===== src/rtl/usbdev_pkg.sv =====
// Shared widths, endpoint config record and fetch FSM states for the USB device IN data supply.
package usbdev_pkg;

  localparam int unsigned NumInEps         = 12;
  localparam int unsigned NumBuffers       = 32;
  localparam int unsigned MaxInPktSizeByte = 64;

  localparam int unsigned BufW  = $clog2(NumBuffers);
  localparam int unsigned PktW  = $clog2(MaxInPktSizeByte);
  localparam int unsigned WordW = PktW - 2;
  localparam int unsigned SizeW = PktW + 1;
  localparam int unsigned AddrW = BufW + WordW;

  typedef logic [BufW-1:0]  buf_id_t;
  typedef logic [SizeW-1:0] pkt_size_t;
  typedef logic [WordW-1:0] word_idx_t;

  typedef struct packed {
    buf_id_t   buf_id;
    pkt_size_t size;
    logic      rdy;
  } in_ep_cfg_t;

  typedef enum logic [1:0] {
    FetchIdle = 2'd0,
    FetchReq  = 2'd1,
    FetchWait = 2'd2
  } fetch_state_e;

  function automatic logic [7:0] word_byte(input logic [31:0] w, input logic [1:0] sel);
    logic [7:0] b;
    case (sel)
      2'd0:    b = w[7:0];
      2'd1:    b = w[15:8];
      2'd2:    b = w[23:16];
      default: b = w[31:24];
    endcase
    return b;
  endfunction

endpackage


===== src/rtl/usbdev_in_ep_cfg.sv =====
// Per-endpoint IN packet config (buffer, size, ready) with software write and retire priority.
module usbdev_in_ep_cfg
  import usbdev_pkg::*;
(
  input  logic                clk_i,
  input  logic                rst_ni,
  input  logic                i_link_reset,
  input  logic                i_cfg_we,
  input  logic [3:0]          i_cfg_ep,
  input  logic [BufW-1:0]     i_cfg_buf,
  input  logic [SizeW-1:0]    i_cfg_size,
  input  logic                i_cfg_rdy,
  input  logic                i_retire,
  input  logic [3:0]          i_retire_ep,
  input  logic [3:0]          i_rd_ep,
  output logic [BufW-1:0]     o_rd_buf,
  output logic [SizeW-1:0]    o_rd_size,
  output logic [NumInEps-1:0] o_rdy
);

  in_ep_cfg_t r_cfg [NumInEps];

  // Later assignments win: retire < software write < link reset for the ready bit.
  always_ff @(posedge clk_i) begin
    if (!rst_ni) begin
      for (int i = 0; i < NumInEps; i++) begin
        r_cfg[i] <= '0;
      end
    end else begin
      for (int i = 0; i < NumInEps; i++) begin
        if (i_retire && (i_retire_ep == 4'(i))) begin
          r_cfg[i].rdy <= 1'b0;
        end
        if (i_cfg_we && (i_cfg_ep == 4'(i))) begin
          r_cfg[i].buf_id <= i_cfg_buf;
          r_cfg[i].size   <= i_cfg_size;
          r_cfg[i].rdy    <= i_cfg_rdy;
        end
        if (i_link_reset) begin
          r_cfg[i].rdy <= 1'b0;
        end
      end
    end
  end

  always_comb begin
    o_rd_buf  = '0;
    o_rd_size = '0;
    o_rdy     = '0;
    for (int i = 0; i < NumInEps; i++) begin
      o_rdy[i] = r_cfg[i].rdy;
      if (i_rd_ep == 4'(i)) begin
        o_rd_buf  = r_cfg[i].buf_id;
        o_rd_size = r_cfg[i].size;
      end
    end
  end

endmodule


===== src/rtl/usbdev_in_ep_supply.sv =====
// IN endpoint data supply: per-transaction snapshot, word fetch from packet SRAM, byte mux, sent flags.
// Build option USBDEV_IN_SENT_STICKY_EN makes in_sent_o sticky until cleared via in_sent_clr_i.
//
// state     | meaning
// FetchIdle | no SRAM access outstanding
// FetchReq  | mem_req_o high for one cycle with mem_addr_o
// FetchWait | mem_rdata_i valid, captured into the word register
module usbdev_in_ep_supply
  import usbdev_pkg::*;
(
  input  logic                clk_48mhz_i,
  input  logic                rst_ni,
  input  logic                link_reset_i,
  input  logic                cfg_we_i,
  input  logic [3:0]          cfg_ep_i,
  input  logic [BufW-1:0]     cfg_buf_i,
  input  logic [PktW:0]       cfg_size_i,
  input  logic                cfg_rdy_i,
  input  logic                in_xact_starting_i,
  input  logic [3:0]          in_xact_start_ep_i,
  input  logic [3:0]          in_ep_current_i,
  input  logic                in_ep_newpkt_i,
  input  logic [PktW-1:0]     in_ep_get_addr_i,
  input  logic                in_ep_data_get_i,
  input  logic                in_ep_xact_end_i,
  input  logic                in_ep_rollback_i,
  output logic [NumInEps-1:0] in_ep_has_data_o,
  output logic [7:0]          in_ep_data_o,
  output logic [NumInEps-1:0] in_ep_data_done_o,
  output logic                mem_req_o,
  output logic [AddrW-1:0]    mem_addr_o,
  input  logic [31:0]         mem_rdata_i,
  output logic [NumInEps-1:0] in_sent_o,
  input  logic [NumInEps-1:0] in_sent_clr_i
);

  buf_id_t      w_start_buf;
  pkt_size_t    w_start_size;
  buf_id_t      r_cur_buf;
  pkt_size_t    r_cur_size;
  logic         r_wrap;
  fetch_state_e r_state;
  fetch_state_e w_state_next;
  logic [AddrW-1:0] r_mem_addr;
  logic [AddrW-1:0] w_addr_next;
  logic         w_word_load;
  logic [31:0]  r_word;
  logic         w_retire;
  buf_id_t      w_fetch_buf;
  pkt_size_t    w_get_zx;
  logic         w_get_at_zero;
  logic         w_get_fetch;
  logic         w_done_any;
  logic [NumInEps-1:0] w_sent_set;
  logic [NumInEps-1:0] r_sent;

  // A rollback alongside xact_end keeps the packet ready.
  assign w_retire = in_ep_xact_end_i & ~in_ep_rollback_i;

  usbdev_in_ep_cfg u_cfg (
    .clk_i        (clk_48mhz_i),
    .rst_ni       (rst_ni),
    .i_link_reset (link_reset_i),
    .i_cfg_we     (cfg_we_i),
    .i_cfg_ep     (cfg_ep_i),
    .i_cfg_buf    (cfg_buf_i),
    .i_cfg_size   (cfg_size_i),
    .i_cfg_rdy    (cfg_rdy_i),
    .i_retire     (w_retire),
    .i_retire_ep  (in_ep_current_i),
    .i_rd_ep      (in_xact_start_ep_i),
    .o_rd_buf     (w_start_buf),
    .o_rd_size    (w_start_size),
    .o_rdy        (in_ep_has_data_o)
  );

  always_ff @(posedge clk_48mhz_i) begin
    if (!rst_ni) begin
      r_cur_buf  <= '0;
      r_cur_size <= '0;
    end else if (in_xact_starting_i) begin
      r_cur_buf  <= w_start_buf;
      r_cur_size <= w_start_size;
    end
  end

  assign w_fetch_buf   = in_xact_starting_i ? w_start_buf : r_cur_buf;
  assign w_get_zx      = {1'b0, in_ep_get_addr_i};
  assign w_get_at_zero = in_ep_get_addr_i == '0;

  // A consumed byte landing on offset 0 means the offset wrapped past a full-size packet.
  assign w_get_fetch = (in_ep_get_addr_i[1:0] == 2'b00) && !w_get_at_zero &&
                       (w_get_zx < r_cur_size);

  always_ff @(posedge clk_48mhz_i) begin
    if (!rst_ni) begin
      r_wrap <= 1'b0;
    end else if (in_xact_starting_i || in_ep_newpkt_i) begin
      r_wrap <= 1'b0;
    end else if (in_ep_data_get_i && w_get_at_zero) begin
      r_wrap <= 1'b1;
    end
  end

  always_comb begin
    w_state_next = r_state;
    w_addr_next  = r_mem_addr;
    w_word_load  = 1'b0;
    case (r_state)
      FetchReq:  w_state_next = FetchWait;
      FetchWait: begin
        w_state_next = FetchIdle;
        w_word_load  = 1'b1;
      end
      default:   w_state_next = FetchIdle;
    endcase
    if (in_ep_newpkt_i) begin
      w_state_next = FetchReq;
      w_addr_next  = {w_fetch_buf, word_idx_t'(0)};
    end else if (in_ep_data_get_i && w_get_fetch) begin
      w_state_next = FetchReq;
      w_addr_next  = {r_cur_buf, in_ep_get_addr_i[PktW-1:2]};
    end
    if (link_reset_i) begin
      w_state_next = FetchIdle;
      w_word_load  = 1'b0;
    end
  end

  always_ff @(posedge clk_48mhz_i) begin
    if (!rst_ni) begin
      r_state    <= FetchIdle;
      r_mem_addr <= '0;
      r_word     <= '0;
    end else begin
      r_state    <= w_state_next;
      r_mem_addr <= w_addr_next;
      if (w_word_load) begin
        r_word <= mem_rdata_i;
      end
    end
  end

  assign mem_req_o    = (r_state == FetchReq) && !link_reset_i;
  assign mem_addr_o   = r_mem_addr;
  assign in_ep_data_o = word_byte(r_word, in_ep_get_addr_i[1:0]);

  assign w_done_any = (w_get_zx >= r_cur_size) || r_wrap ||
                      (in_ep_data_get_i && w_get_at_zero);

  always_comb begin
    in_ep_data_done_o = '0;
    w_sent_set        = '0;
    for (int i = 0; i < NumInEps; i++) begin
      if (in_ep_current_i == 4'(i)) begin
        in_ep_data_done_o[i] = w_done_any;
        w_sent_set[i]        = w_retire;
      end
    end
  end

  always_ff @(posedge clk_48mhz_i) begin
    if (!rst_ni) begin
      r_sent <= '0;
    end else begin
`ifdef USBDEV_IN_SENT_STICKY_EN
      r_sent <= (r_sent & ~in_sent_clr_i) | w_sent_set;
`else
      r_sent <= w_sent_set;
`endif
    end
  end

`ifndef USBDEV_IN_SENT_STICKY_EN
  logic w_unused_sent_clr;
  assign w_unused_sent_clr = ^in_sent_clr_i;
`endif

  assign in_sent_o = r_sent;

endmodule


===== config.mk =====
export PLATFORM = sky130hd
export DESIGN_NAME = usbdev_in_ep_supply
export DESIGN_NICKNAME = d
export VERILOG_FILES = /design/src/rtl/usbdev_pkg.sv /design/src/rtl/usbdev_in_ep_cfg.sv /design/src/rtl/usbdev_in_ep_supply.sv
export SDC_FILE = /design/constraint.sdc
export NUM_CORES = 1
export LEC_CHECK = 0
export CAP_MARGIN = 20
export CORE_MARGIN = 2
export CORE_UTILIZATION = 30
export CTS_CLUSTER_SIZE = 25
export DETAILED_ROUTE_END_ITERATION = 12
export PLACE_DENSITY_LB_ADDON = 0.08
export SKIP_CTS_REPAIR_TIMING = 1
export SYNTH_ARGS = -nofsm -noshare
export SYNTH_HDL_FRONTEND = slang
export SYNTH_SLANG_ARGS = --single-unit
export TNS_END_PERCENT = 1

===== constraint.sdc =====
create_clock -name clk_48mhz_i -period 1.75 [get_ports clk_48mhz_i]
set_input_delay 0.175 -clock clk_48mhz_i [delete_from_list [all_inputs] [get_ports clk_48mhz_i]]
set_output_delay 0.175 -clock clk_48mhz_i [all_outputs]
set_load 0.02 [all_outputs]

# Word level (Yosys, flattened, before mapping)
# Memory sizes are Yosys's and may differ from the RTL's.
# Cells that the tools add are included.
# Widths: inputs -> output; s select.
# totals
reg_bits,68
ram_bits,156
inputBits,84
wordCells,360
mem_count,1
# memory_table
name,words,word_bits,read_ports,rd_ports_with_merged_regs,wr,line,source
u_cfg.r_cfg,12,13,12,0,12,usbdev_in_ep_cfg.sv:21,in_ep_cfg_t r_cfg [NumInEps];
# classes
n_lt_le_gt_ge,2
n_eq_ne,37
n_mux,181
n_bitwise,63
reduce_logical,56
# op_table
op,n
$mux 7,24
$mux 1,128
$mux 5,25
$or 1x1->1,60
$eq 4x3->1 const B,12
$eq 4x4->1 const B,12
$logic_and 1x1->1,29
$eq 4x2->1 const B,6
$pmux 8 s3,1
$reduce_and 2->1,12
$mux 9,2
$eq 4x1->1 const B,3
$logic_not 4->1,3
$ge 6x7->1,1
$lt 6x7->1,1
$logic_not 6->1,1
$reduce_or 2->1,3
$eq 2x1->1 const B,2
$eq 2x2->1 const B,2
$reduce_or 4->1,1
$logic_or 1x1->1,3
$logic_not 1->1,2
$logic_not 2->1,1
$mux 2,1
3 further kinds,4

# Depth between registers and ports, before layout
# Gate-level depths: netlist of the first run.
# depth
ltp_word,15
ltp_mapped,10
depth_no_buf,8

# By module
# Synthesis of the first run repeated with hierarchy kept, for this count alone.
# unflattened
cells_unflattened,952
area_unflattened_um2,10390.0
# by_module_without_submodules
module,n_inst,cells_each,area_each_um2
usbdev_in_ep_cfg,1,622,7355.8
usbdev_in_ep_supply,1,330,3034.2

# Least setup slack after synthesis of the first run
# OpenSTA, ideal clock, no wires.
# synth_timing
path_type,input port to output port
startpoint,in in_ep_get_addr_i[0]
endpoint,out in_ep_data_done_o[4]
t_arrival_ns,1.847
required_ns,1.575
slack_ns,-0.272
cell_stages,7
path_buffers,1
path_cell_list,buf_2 inv_1 ha_1 nand4_1 o311a_1 or3b_1 nor2_1
# synth_via
elab_chain_len,4
# synth_lines
item,line,source
"start, declared",usbdev_in_ep_supply.sv:23,"input logic [PktW-1:0] in_ep_get_addr_i,"
$ge 6x7->1 or $logic_not 6->1 (tied branches),"usbdev_in_ep_supply.sv:148, usbdev_in_ep_supply.sv:89",
$logic_or 1x1->1 or $logic_and 1x1->1 (tied branches),"usbdev_in_ep_supply.sv:148, usbdev_in_ep_supply.sv:149",
$logic_or 1x1->1 (*),usbdev_in_ep_supply.sv:148,assign w_done_any = (w_get_zx >= r_cur_size) || r_wrap ||
$mux 1 (*),usbdev_in_ep_supply.sv:155,if (in_ep_current_i == 4'(i)) begin
"end, declared",usbdev_in_ep_supply.sv:29,"output logic [NumInEps-1:0] in_ep_data_done_o,"
# Mark *: on every way between the ends. The rest lies on a longest branch, timed or not.

# Final worst setup path of the first run
# layout_timing
startpoint,reg r_cur_size[5]
endpoint,out in_ep_data_done_o[5]
# layout_via
elab_chain_len,4
# layout_lines
item,line,source
"start, declared",usbdev_in_ep_supply.sv:40,pkt_size_t r_cur_size;
"start signal, assigned",usbdev_in_ep_supply.sv:83,r_cur_size <= w_start_size;
$ge 6x7->1,usbdev_in_ep_supply.sv:148,
$logic_or 1x1->1 (2 in series),usbdev_in_ep_supply.sv:148,
$mux 1,usbdev_in_ep_supply.sv:155,
# No other way between the ends.

==> impl_metrics.env, run 1 <==
export IMPL_startpoint_type="flop"
export IMPL_dr_pass1_iters=5
export IMPL_r2r_end="mem_addr_o[7]"
export IMPL_cts_buffers=27
export IMPL_via_per_inst=4.66
export IMPL_antenna_found_initial=0
export IMPL_maxCapViolCount=0
export IMPL_status="finished, violations left"
export IMPL_antenna_cells=0
export IMPL_rsz0062_at_grt="yes"
export IMPL_tightest_slew_ns=0.462
export IMPL_synth_compound_area_frac=0.0989
export IMPL_first_global_vias=7361
export IMPL_synth_area_leaders="edfxtp_1, dfxtp_1, nor2_1, mux4_2, nand2_1"
export IMPL_synth_top_family_by_area="simple AND/OR/NAND/NOR gates"
export IMPL_netlist_area_sq_um=9860
export IMPL_place_area_sq_um=12600
export IMPL_pre_cts_slack_ns=-1.28
export IMPL_fin_crit_sh=1.50
export IMPL_ys_seq_area_frac=0.613
export IMPL_hold_viol=0
export IMPL_synth_xor_area_frac=0
export IMPL_syn_area_per_cell_sq_um=11.1
export IMPL_ys_warn_count=0
export IMPL_n_fill_cell=3126
export IMPL_required_ns=1.57
export IMPL_final_nets=1201
export IMPL_synth_most_common_cell="nor2_1"
export IMPL_gr_total_overflow=0
export IMPL_wirelength_mm=28.4
export IMPL_reg2reg_depth=9
export IMPL_cts_root_buf="clkbuf_16"
export IMPL_synth_area_mux_share=0.0745
export IMPL_ys_ff_latch=224
export IMPL_path_max_fanout=4
export IMPL_drc=0
export IMPL_die_h_microns=185
export IMPL_final_area_sq_um=13600
export IMPL_vdd_drop_max_mv=0.671
export IMPL_ant_nets=0
export IMPL_synth_fp_nets=977
export IMPL_io_buffer_count=125
export IMPL_cellLeakagePower_nw=5.12
export IMPL_violations="setup timing"
export IMPL_via_count=7328
export IMPL_rows=66
export IMPL_ys_top_cells_by_count="nor2_1, edfxtp_1, nand2_1"
export IMPL_clock_sinks=224
export IMPL_ios=138
export IMPL_gp_congestion=0.783
export IMPL_setup_worst_path_end_class="primary output"
export IMPL_hpwlAfterDp_mm=20.6
export IMPL_clk_pin_slew_ns=0.06
export IMPL_critical_path_class="flop to primary output"
export IMPL_hold_path_class="input pin to flop"
export IMPL_whs_endpoint="r_word[8]"
export IMPL_initial_core_util=0.304
export IMPL_synth_simple_area_share=0.151
export IMPL_grt_use_total=0.165
export IMPL_grt_pass1_wl_mm=42.9
export IMPL_final_setup_skew_ns=0.0216
export IMPL_cts_buffer_depth=3
export IMPL_grt_max_degree=40
export IMPL_synth_flop_cell="edfxtp_1"
export IMPL_setup_violations_final=17
export IMPL_hp_start="mem_rdata_i[8]"
export IMPL_synth_edf_count=156
export IMPL_syn2layout_area_growth_pct=37.5
export IMPL_htreeDepth=1
export IMPL_first_iter_violations=533
export IMPL_rrSetupSlack_ns=-0.09
export IMPL_fin_crit_ns=2.62
export IMPL_synth_cell_types=62
export IMPL_drive_gt1_frac=0.247
export IMPL_yosysTopAreaCell="edfxtp_1"
export IMPL_powerDensity_nw_per_um2=936
export IMPL_arrival_ns=2.44
export IMPL_postSynthCellCount=887
export IMPL_clock_latency_ns=0.54
export IMPL_fmax_ghz=0.382
export IMPL_setup_ws_ns=-0.868
export IMPL_wire_per_inst_microns=18.0
export IMPL_dieWidth_microns=185
export IMPL_drv_slew=0
export IMPL_synth_top_area_share=0.475
export IMPL_design_core_area_sq_um=32500
export IMPL_synth_adder_area_share=0.00761
export IMPL_async_flop_share=0
export IMPL_min_path_cells=3
export IMPL_max_slew_margin=0.692
export IMPL_r2r_start="r_cur_size[2]"
export IMPL_cts_tree="built"
export IMPL_fp_dieArea_sq_um=34300
through the flow:
step                 util  hold slack [ns]  total power [mW]  TNS (ns)  instances
CTS                 0.414            0.183              12.8    -22.56       1573
floorplan               -            0.311              6.82    -0.970        887
detailed placement  0.389            0.446              7.60    -37.34       1523
global route        0.418            0.192              13.2    -11.90       1574
finish              0.418            0.201              12.7     -9.63       1574
global placement    0.389            0.441              7.60    -40.29       1523
how the worst max path moves through the flow:
stage,startpoint,to,slack (ns),cells after the start
after CTS,r_cur_size[2],in_ep_data_done_o[6],-1.49,9
final,r_cur_size[5],in_ep_data_done_o[5],-0.87,10
after floorplan,in_ep_get_addr_i[0],in_ep_data_done_o[4],-0.11,7
after global placement,in_ep_get_addr_i[2],in_ep_data_done_o[6],-1.32,9
after detailed placement,in_ep_get_addr_i[2],in_ep_data_done_o[6],-1.28,9
after global routing,r_cur_size[5],in_ep_data_done_o[5],-0.99,10
critical path, cell delays in order (launching register included):
cell and delay (ns):
dfxtp_2 0.33, inv_2 0.04, ha_4 0.25, nor2_2 0.03, nor3_2 0.18, o41ai_2 0.11, o311a_1 0.12, buf_6 0.14
or3b_4 0.46, nor2_4 0.13, buf_6 0.11
cells in the final DEF, fill, tap and decap left out, types with 10 or more instances in the layout:
| cell type | n |
|---|---|
| nand2_1 | 116 |
| clkdlybuf4s50_1 | 100 |
| o211ai_1 | 10 |
| clkbuf_16 | 27 |
| a21oi_1 | 51 |
| o221ai_1 | 12 |
| mux4_2 | 20 |
| mux2i_1 | 19 |
| edfxtp_1 | 156 |
| buf_12 | 18 |
| dfxtp_1 | 65 |
| inv_1 | 24 |
| nor2_1 | 180 |
| buf_4 | 134 |
report_power, final:
part | internal, mW | leakage, nW | total (mW) | switching (mW)
Clock | 3.00 | 0.408 | 5.16 | 2.16
Combinational | 0.730 | 2.65 | 1.50 | 0.772
Sequential | 5.94 | 2.07 | 6.03 | 0.0874
kinds of logic after synthesis:
group / after synthesis
multiplexers: 47
AO/OA/AOI/OAI: 141
AND/OR/NAND/NOR: 360
adder cells (fa/ha/maj): 6
flip-flops: 224
buffers and inverters: 109
cell type report:
| class | count | area, sq um | area share |
|---|---|---|---|
| inverter | 29 | 109 | 0.00803 |
| tap | 442 | 553 | 0.0408 |
| clock buffer | 39 | 761 | 0.0561 |
| multi-input combinational | 554 | 3440 | 0.254 |
| sequential | 224 | 6050 | 0.446 |
| timing repair buffer | 275 | 2590 | 0.191 |
| clock inverter | 11 | 55.1 | 0.00406 |
layer usage:
metal,part of all wire,global-route usage
met3,0.042,0.0240
met1,0.45,0.225
met5,0,0
met2,0.49,0.275
met4,0.022,0.0432
state kept, by name, indices dropped and copies added, names as in the netlist:
name,cells
u_cfg.r_cfg,156
r_word,32
in_sent_o,12
mem_addr_o,9
r_cur_size,7
r_cur_buf,5
r_state,2
r_wrap,1
Note: power is estimated with default switching activity, not from simulation.
==> inputs of run 2 (changes only) <==
- SETUP_SLACK_MARGIN: not set -> 0.15
==> run 2 against run 1 <==
The flow still finishes with violations (setup timing). Clock skew fell by 0.00066 ns. Fmax is 0.16% lower. Clock-buffer cell count did not move. Final cell count did not move. Cell area up 1.5%. Combinational power about the same. Clock power hardly changed. Sequential share of layout area shrank 0.59 points. Global-route usage is the same. Register-to-register slack barely moved. Power up 0.31%. Sequential power about the same. Critical path type unchanged. Largest power group unchanged. Highest routed layer unchanged.
==> impl_metrics.env, run 2 (synthesis results as in run 1) <==
export IMPL_status="finished, violations left"
export IMPL_violations="setup timing"
export IMPL_syn2layout_area_growth_pct=39.6
export IMPL_worst_path_most_repeated_cell="buf_6"
export IMPL_hold_path_class="input pin to flop"
export IMPL_final_area_sq_um=13800
export IMPL_multiInputGateArea_sq_um=3550
export IMPL_initial_core_util=0.304
export IMPL_startpoint_type="flop"
export IMPL_whs_ns=0.201
export IMPL_antenna_cells=0
export IMPL_n_fill_cell=3115
export IMPL_drc=0
export IMPL_powerDensity_nw_per_um2=925
export IMPL_largest_register_ffs=156
export IMPL_arrival_ns=2.45
export IMPL_max_stage_delay_ns=0.46
export IMPL_fp_dieArea_sq_um=34300
export IMPL_fin_crit_sh=1.50
export IMPL_setup_ws_ns=-0.872
export IMPL_antenna_found_initial=0
export IMPL_critPathTopFamily="simple AND/OR/NAND/NOR gates"
export IMPL_clk_pin_slew_ns=0.06
export IMPL_grt_pass1_wl_mm=42.9
export IMPL_final_cell_mix="nor2_1, edfxtp_1, buf_4, nand2_1, clkdlybuf4s50_1"
export IMPL_final_setup_skew_ns=0.0210
export IMPL_cts_buffers=27
export IMPL_ant_nets=0
export IMPL_grt_max_degree=40
export IMPL_cp_cell_sequence="inv_2 -> ha_4 -> nor2_2 -> nor3_2 -> o41ai_2 -> o311a_1 -> buf_6 -> or3b_4 -> nor2_4 -> buf_6"
export IMPL_cts_tree="built"
export IMPL_wirelength_mm=28.6
export IMPL_path_max_fanout=4
export IMPL_first_iter_violations=427
export IMPL_p_total_mw=12.7
export IMPL_hold_viol=0
export IMPL_cts_root_buf="clkbuf_16"
export IMPL_htreeDepth=1
export IMPL_place_area_sq_um=12600
export IMPL_gr_total_overflow=0
export IMPL_tightest_slew_ns=0.464
export IMPL_final_nets=1201
export IMPL_via_count=7323
export IMPL_top_register="u_cfg.r_cfg"
export IMPL_grt_use_total=0.165
export IMPL_critical_path_class="flop to primary output"
export IMPL_vdd_drop_max_mv=0.673
export IMPL_drv_slew=0
export IMPL_ios=138
export IMPL_gp_congestion=0.783
export IMPL_die_h_microns=185
export IMPL_rows=66
export IMPL_fin_util=0.424
export IMPL_rsz0062_at_grt="yes"
export IMPL_cellLeakagePower_nw=5.61
export IMPL_first_global_vias=7361
export IMPL_crit_slowest_cell="or3b_4"
export IMPL_final_common_cell="nor2_1"
export IMPL_fmax_ghz=0.381
export IMPL_via_per_inst=4.65
export IMPL_maxCapViolCount=0
export IMPL_io_buffer_count=125
export IMPL_dr_pass1_iters=6
export IMPL_drive_gt1_frac=0.275
export IMPL_design_core_area_sq_um=32500
export IMPL_clock_latency_ns=0.54
export IMPL_hpwlAfterDp_mm=20.6
export IMPL_cts_buffer_depth=3
export IMPL_clock_sinks=224
export IMPL_setup_worst_path_end_class="primary output"
export IMPL_setup_violations_final=17
export IMPL_dieWidth_microns=185
export IMPL_crit_buf_inv=3
export IMPL_ff_latch_area_sq_um=6060
export IMPL_fin_crit_ns=2.62
export IMPL_max_slew_margin=0.690
export IMPL_fin_tns_setup_ns=-9.69
export IMPL_wire_per_inst_microns=18.2
export IMPL_required_ns=1.57
run 2: cell type report:
class                           instances  share of cell area
Timing Repair Buffer                  275               0.195
Inverter                               29             0.00791
Tap cell                              442              0.0402
Multi-Input combinational cell        554               0.258
Sequential cell                       224               0.440
Clock buffer                           39              0.0552
Clock inverter                         11             0.00400
run 2: path summary, 6_finish.rpt:
path / end / start / depth (start not counted) / slack (ns)
max: in_ep_data_done_o[5] / r_cur_size[5] / 10 / -0.87
min: r_word[15] / mem_rdata_i[15] / 3 / 0.20
min reg2reg: r_word[15] / r_word[15] / 2 / 0.45
max reg2reg: mem_addr_o[7] / r_cur_size[2] / 9 / -0.08
run 2: metrics by stage:
stage	setup WS [ns]	instances
after floorplan	-0.114	887
after global placement	-1.32	1523
after detailed placement	-1.28	1523
after CTS	-1.49	1573
after global routing	-0.989	1574
final	-0.872	1574
run 2: layer usage:
metal / part of all wire / wire length (microns) / global-route usage / up-vias
li1: - / - / - / 3579
met1: 0.45 / 12800 / 0.225 / 3550
met3: 0.040 / 1140 / 0.0240 / 35
met5: 0 / 0 / 0 / -
met2: 0.49 / 14000 / 0.275 / 159
met4: 0.022 / 629 / 0.0432 / 0
run 2: report_power, final:
part           internal, mW  total [mW]  switching (mW)
logic                 0.743        1.53           0.790
registers              5.94        6.03          0.0886
clock network          3.00        5.17            2.17
total                  9.69        12.7            3.05
run 2: tightest hold or removal path: cells and delay by family:
family | cells | cell delay (ns)
simple gates | 1 | 0.06
compound gates | 1 | 0.05
buf+inv | 1 | 0.40
==> inputs of run 3 (changes only) <==
- ABC_AREA: not set -> 1
==> run 3 against run 2 <==
The flow still finishes with violations (setup timing). Via count rose by 6.6%. Global-route usage is 0.69 points lower. Hold slack lost 0.14 ns. Clock skew down 0.012 ns. Final cell count is 14% higher. Fmax up 4.6%. Critical endpoint is now in_ep_data_done_o[3].
==> impl_metrics.env, run 3 <==
export IMPL_initial_core_util=0.303
export IMPL_postSynthCellCount=1113
export IMPL_wirelength_mm=26.6
export IMPL_setup_ws_ns=-0.758
export IMPL_grt_max_degree=33
export IMPL_cts_tree="built"
export IMPL_ios=138
export IMPL_required_ns=1.57
export IMPL_largest_register_ffs=156
export IMPL_final_cell_mix="nor2_1, nand2_1, edfxtp_1, buf_4, inv_1"
export IMPL_netlist_area_sq_um=9850
export IMPL_dr_pass1_iters=5
export IMPL_whs_endpoint="r_word[30]"
export IMPL_gp_congestion=0.768
export IMPL_fin_crit_sh=1.43
export IMPL_final_common_cell="nor2_1"
export IMPL_cts_buffer_depth=3
export IMPL_drv_slew=0
export IMPL_ff_latch_area_sq_um=6050
export IMPL_antenna_found_initial=1
export IMPL_die_h_microns=185
export IMPL_path_max_fanout=6
export IMPL_whs_ns=0.0622
export IMPL_via_per_inst=4.36
export IMPL_powerDensity_nw_per_um2=944
export IMPL_dieWidth_microns=185
export IMPL_r2r_end="mem_addr_o[8]"
export IMPL_arrival_ns=2.33
export IMPL_cts_buffers=27
export IMPL_fmax_ghz=0.399
export IMPL_min_path_cells=3
export IMPL_ys_top_cells_by_count="nor2_1, nand2_1, edfxtp_1"
export IMPL_vdd_drop_max_mv=0.624
export IMPL_first_iter_violations=445
export IMPL_syn2layout_area_growth_pct=38.3
export IMPL_setup_worst_path_end_class="primary output"
export IMPL_p_total_mw=12.9
export IMPL_pwr_share_seq=0.468
export IMPL_via_count=7806
export IMPL_max_slew_margin=0.675
export IMPL_synth_top_area_share=0.476
export IMPL_n_fill_cell=3290
export IMPL_grt_use_total=0.158
export IMPL_clock_sinks=224
export IMPL_yosysTopAreaCell="edfxtp_1"
export IMPL_clock_latency_ns=0.53
export IMPL_hpwlAfterDp_mm=19.5
export IMPL_final_nets=1416
export IMPL_rsz0062_at_grt="yes"
export IMPL_ys_seq_area_frac=0.614
export IMPL_status="finished, violations left"
export IMPL_tightest_slew_ns=0.486
export IMPL_rows=66
export IMPL_synth_most_common_cell="nor2_1"
export IMPL_r2r_start="r_cur_size[4]"
export IMPL_synth_fp_nets=1203
export IMPL_hold_viol=0
export IMPL_io_buffer_count=125
export IMPL_ys_warn_count=0
export IMPL_ant_nets=0
export IMPL_hold_path_class="input pin to flop"
export IMPL_multiInputGateArea_sq_um=3270
export IMPL_synth_flop_cell="edfxtp_1"
export IMPL_synth_area_leaders="edfxtp_1, dfxtp_1, nor2_1, nand2_1, inv_1"
export IMPL_violations="setup timing"
export IMPL_critical_path_class="flop to primary output"
export IMPL_htreeDepth=1
export IMPL_p_int_mw=9.87
export IMPL_maxCapViolCount=0
export IMPL_setup_violations_final=23
export IMPL_power_frac_clock=0.431
export IMPL_switchingPower_mw=2.98
export IMPL_fp_dieArea_sq_um=34300
export IMPL_drc=0
export IMPL_drive_gt1_frac=0.183
export IMPL_startpoint_type="flop"
export IMPL_top_register="u_cfg.r_cfg"
export IMPL_synth_edf_count=156
export IMPL_final_setup_skew_ns=0.00869
export IMPL_wire_per_inst_microns=14.9
export IMPL_cts_root_buf="clkbuf_16"
export IMPL_async_flop_share=0
export IMPL_gr_total_overflow=0
export IMPL_grt_pass1_wl_mm=42.4
export IMPL_combPwrFrac=0.101
export IMPL_design_core_area_sq_um=32500
export IMPL_first_global_vias=7968
export IMPL_ys_ff_latch=224
export IMPL_syn_area_per_cell_sq_um=8.85
export IMPL_clk_pin_slew_ns=0.06
export IMPL_hp_start="rst_ni"
export IMPL_synth_cell_types=27
export IMPL_rrSetupSlack_ns=-0.22
export IMPL_cellLeakagePower_nw=6.02
export IMPL_reg2reg_depth=14
export IMPL_switching_share=0.232
export IMPL_fin_crit_ns=2.51
-- run 3: cell count changes after synthesis, sizes merged, moves of 12 or more --
cell and delta:
a21oi -17, buf -13, inv +78, mux2i -19
mux4 -20, nand2 +114, nand3 +24, nand4 +29
nor2 +124, o211ai -12, o21ai +37, o221ai -12
-- run 3: critical path, cell delays in order (launching register included) --
cell and delay [ns]:
dfxtp_2 0.35, inv_1 0.05, ha_1 0.31, a21oi_2 0.20, o221ai_4 0.14, nor4_4 0.23
buf_6 0.17, clkbuf_16 0.16, nor2_2 0.03, clkbuf_2 0.15
-- run 3: final cells by class --
type,count,area share
repair buffers,247,0.179
clock inverters,14,0.00901
multi-input cells,719,0.240
diodes,1,0.000184
well taps,442,0.0406
clock buffers,36,0.0562
flip-flops and latches,224,0.444
inverters,107,0.0301
-- run 3: power by group through the flow --
| stage | Clock, mW | Combinational [mW] | Sequential [mW] |
|---|---|---|---|
| floorplan | 0 | 0.556 | 6.12 |
| global route | 5.89 | 1.43 | 6.05 |
| detailed placement | 0 | 1.23 | 6.13 |
| CTS | 5.69 | 1.24 | 6.02 |
| global placement | 0 | 1.23 | 6.13 |
| finish | 5.54 | 1.30 | 6.02 |
-- run 3: per-stage QoR --
| step | setup WS [ns] | util | cells | area (sq um) | setup TNS [ns] |
|---|---|---|---|---|---|
| after floorplan | -0.0561 | - | 1113 | 9870 | -0.561 |
| after global placement | -0.860 | 0.385 | 1736 | 12500 | -27.31 |
| after detailed placement | -0.880 | 0.385 | 1736 | 12500 | -27.97 |
| after CTS | -1.19 | 0.412 | 1786 | 13400 | -19.39 |
| after global routing | -0.861 | 0.419 | 1789 | 13600 | -13.24 |
| final | -0.758 | 0.419 | 1790 | 13600 | -10.87 |
-- run 3: metal layers --
layer  global-route usage  wire, microns
met1                0.211          12400
met2                0.259          12200
met3               0.0417           1650
met4               0.0327            382
met5                    0              0
-- run 3: cell families after synthesis --
logic type | share of synthesized area
flip-flops | 0.614
AO/OA/AOI/OAI | 0.0483
AND/OR/NAND/NOR | 0.257
adder cells (fa/ha/maj) | 0.00762
buffers and inverters | 0.0731
-- run 3: worst max-delay path by stage --
| stage | start | to | slack, ns | cells past startpoint |
|---|---|---|---|---|
| floorplan | r_cur_size[2] | in_ep_data_done_o[10] | -0.06 | 9 |
| finish | r_cur_size[4] | in_ep_data_done_o[3] | -0.76 | 9 |
| global placement | in_ep_get_addr_i[2] | in_ep_data_done_o[1] | -0.86 | 10 |
| detailed placement | in_ep_get_addr_i[2] | in_ep_data_done_o[0] | -0.88 | 10 |
| global route | r_cur_size[2] | in_ep_data_done_o[3] | -0.86 | 11 |
| CTS | r_cur_size[5] | in_ep_data_done_o[0] | -1.19 | 10 |
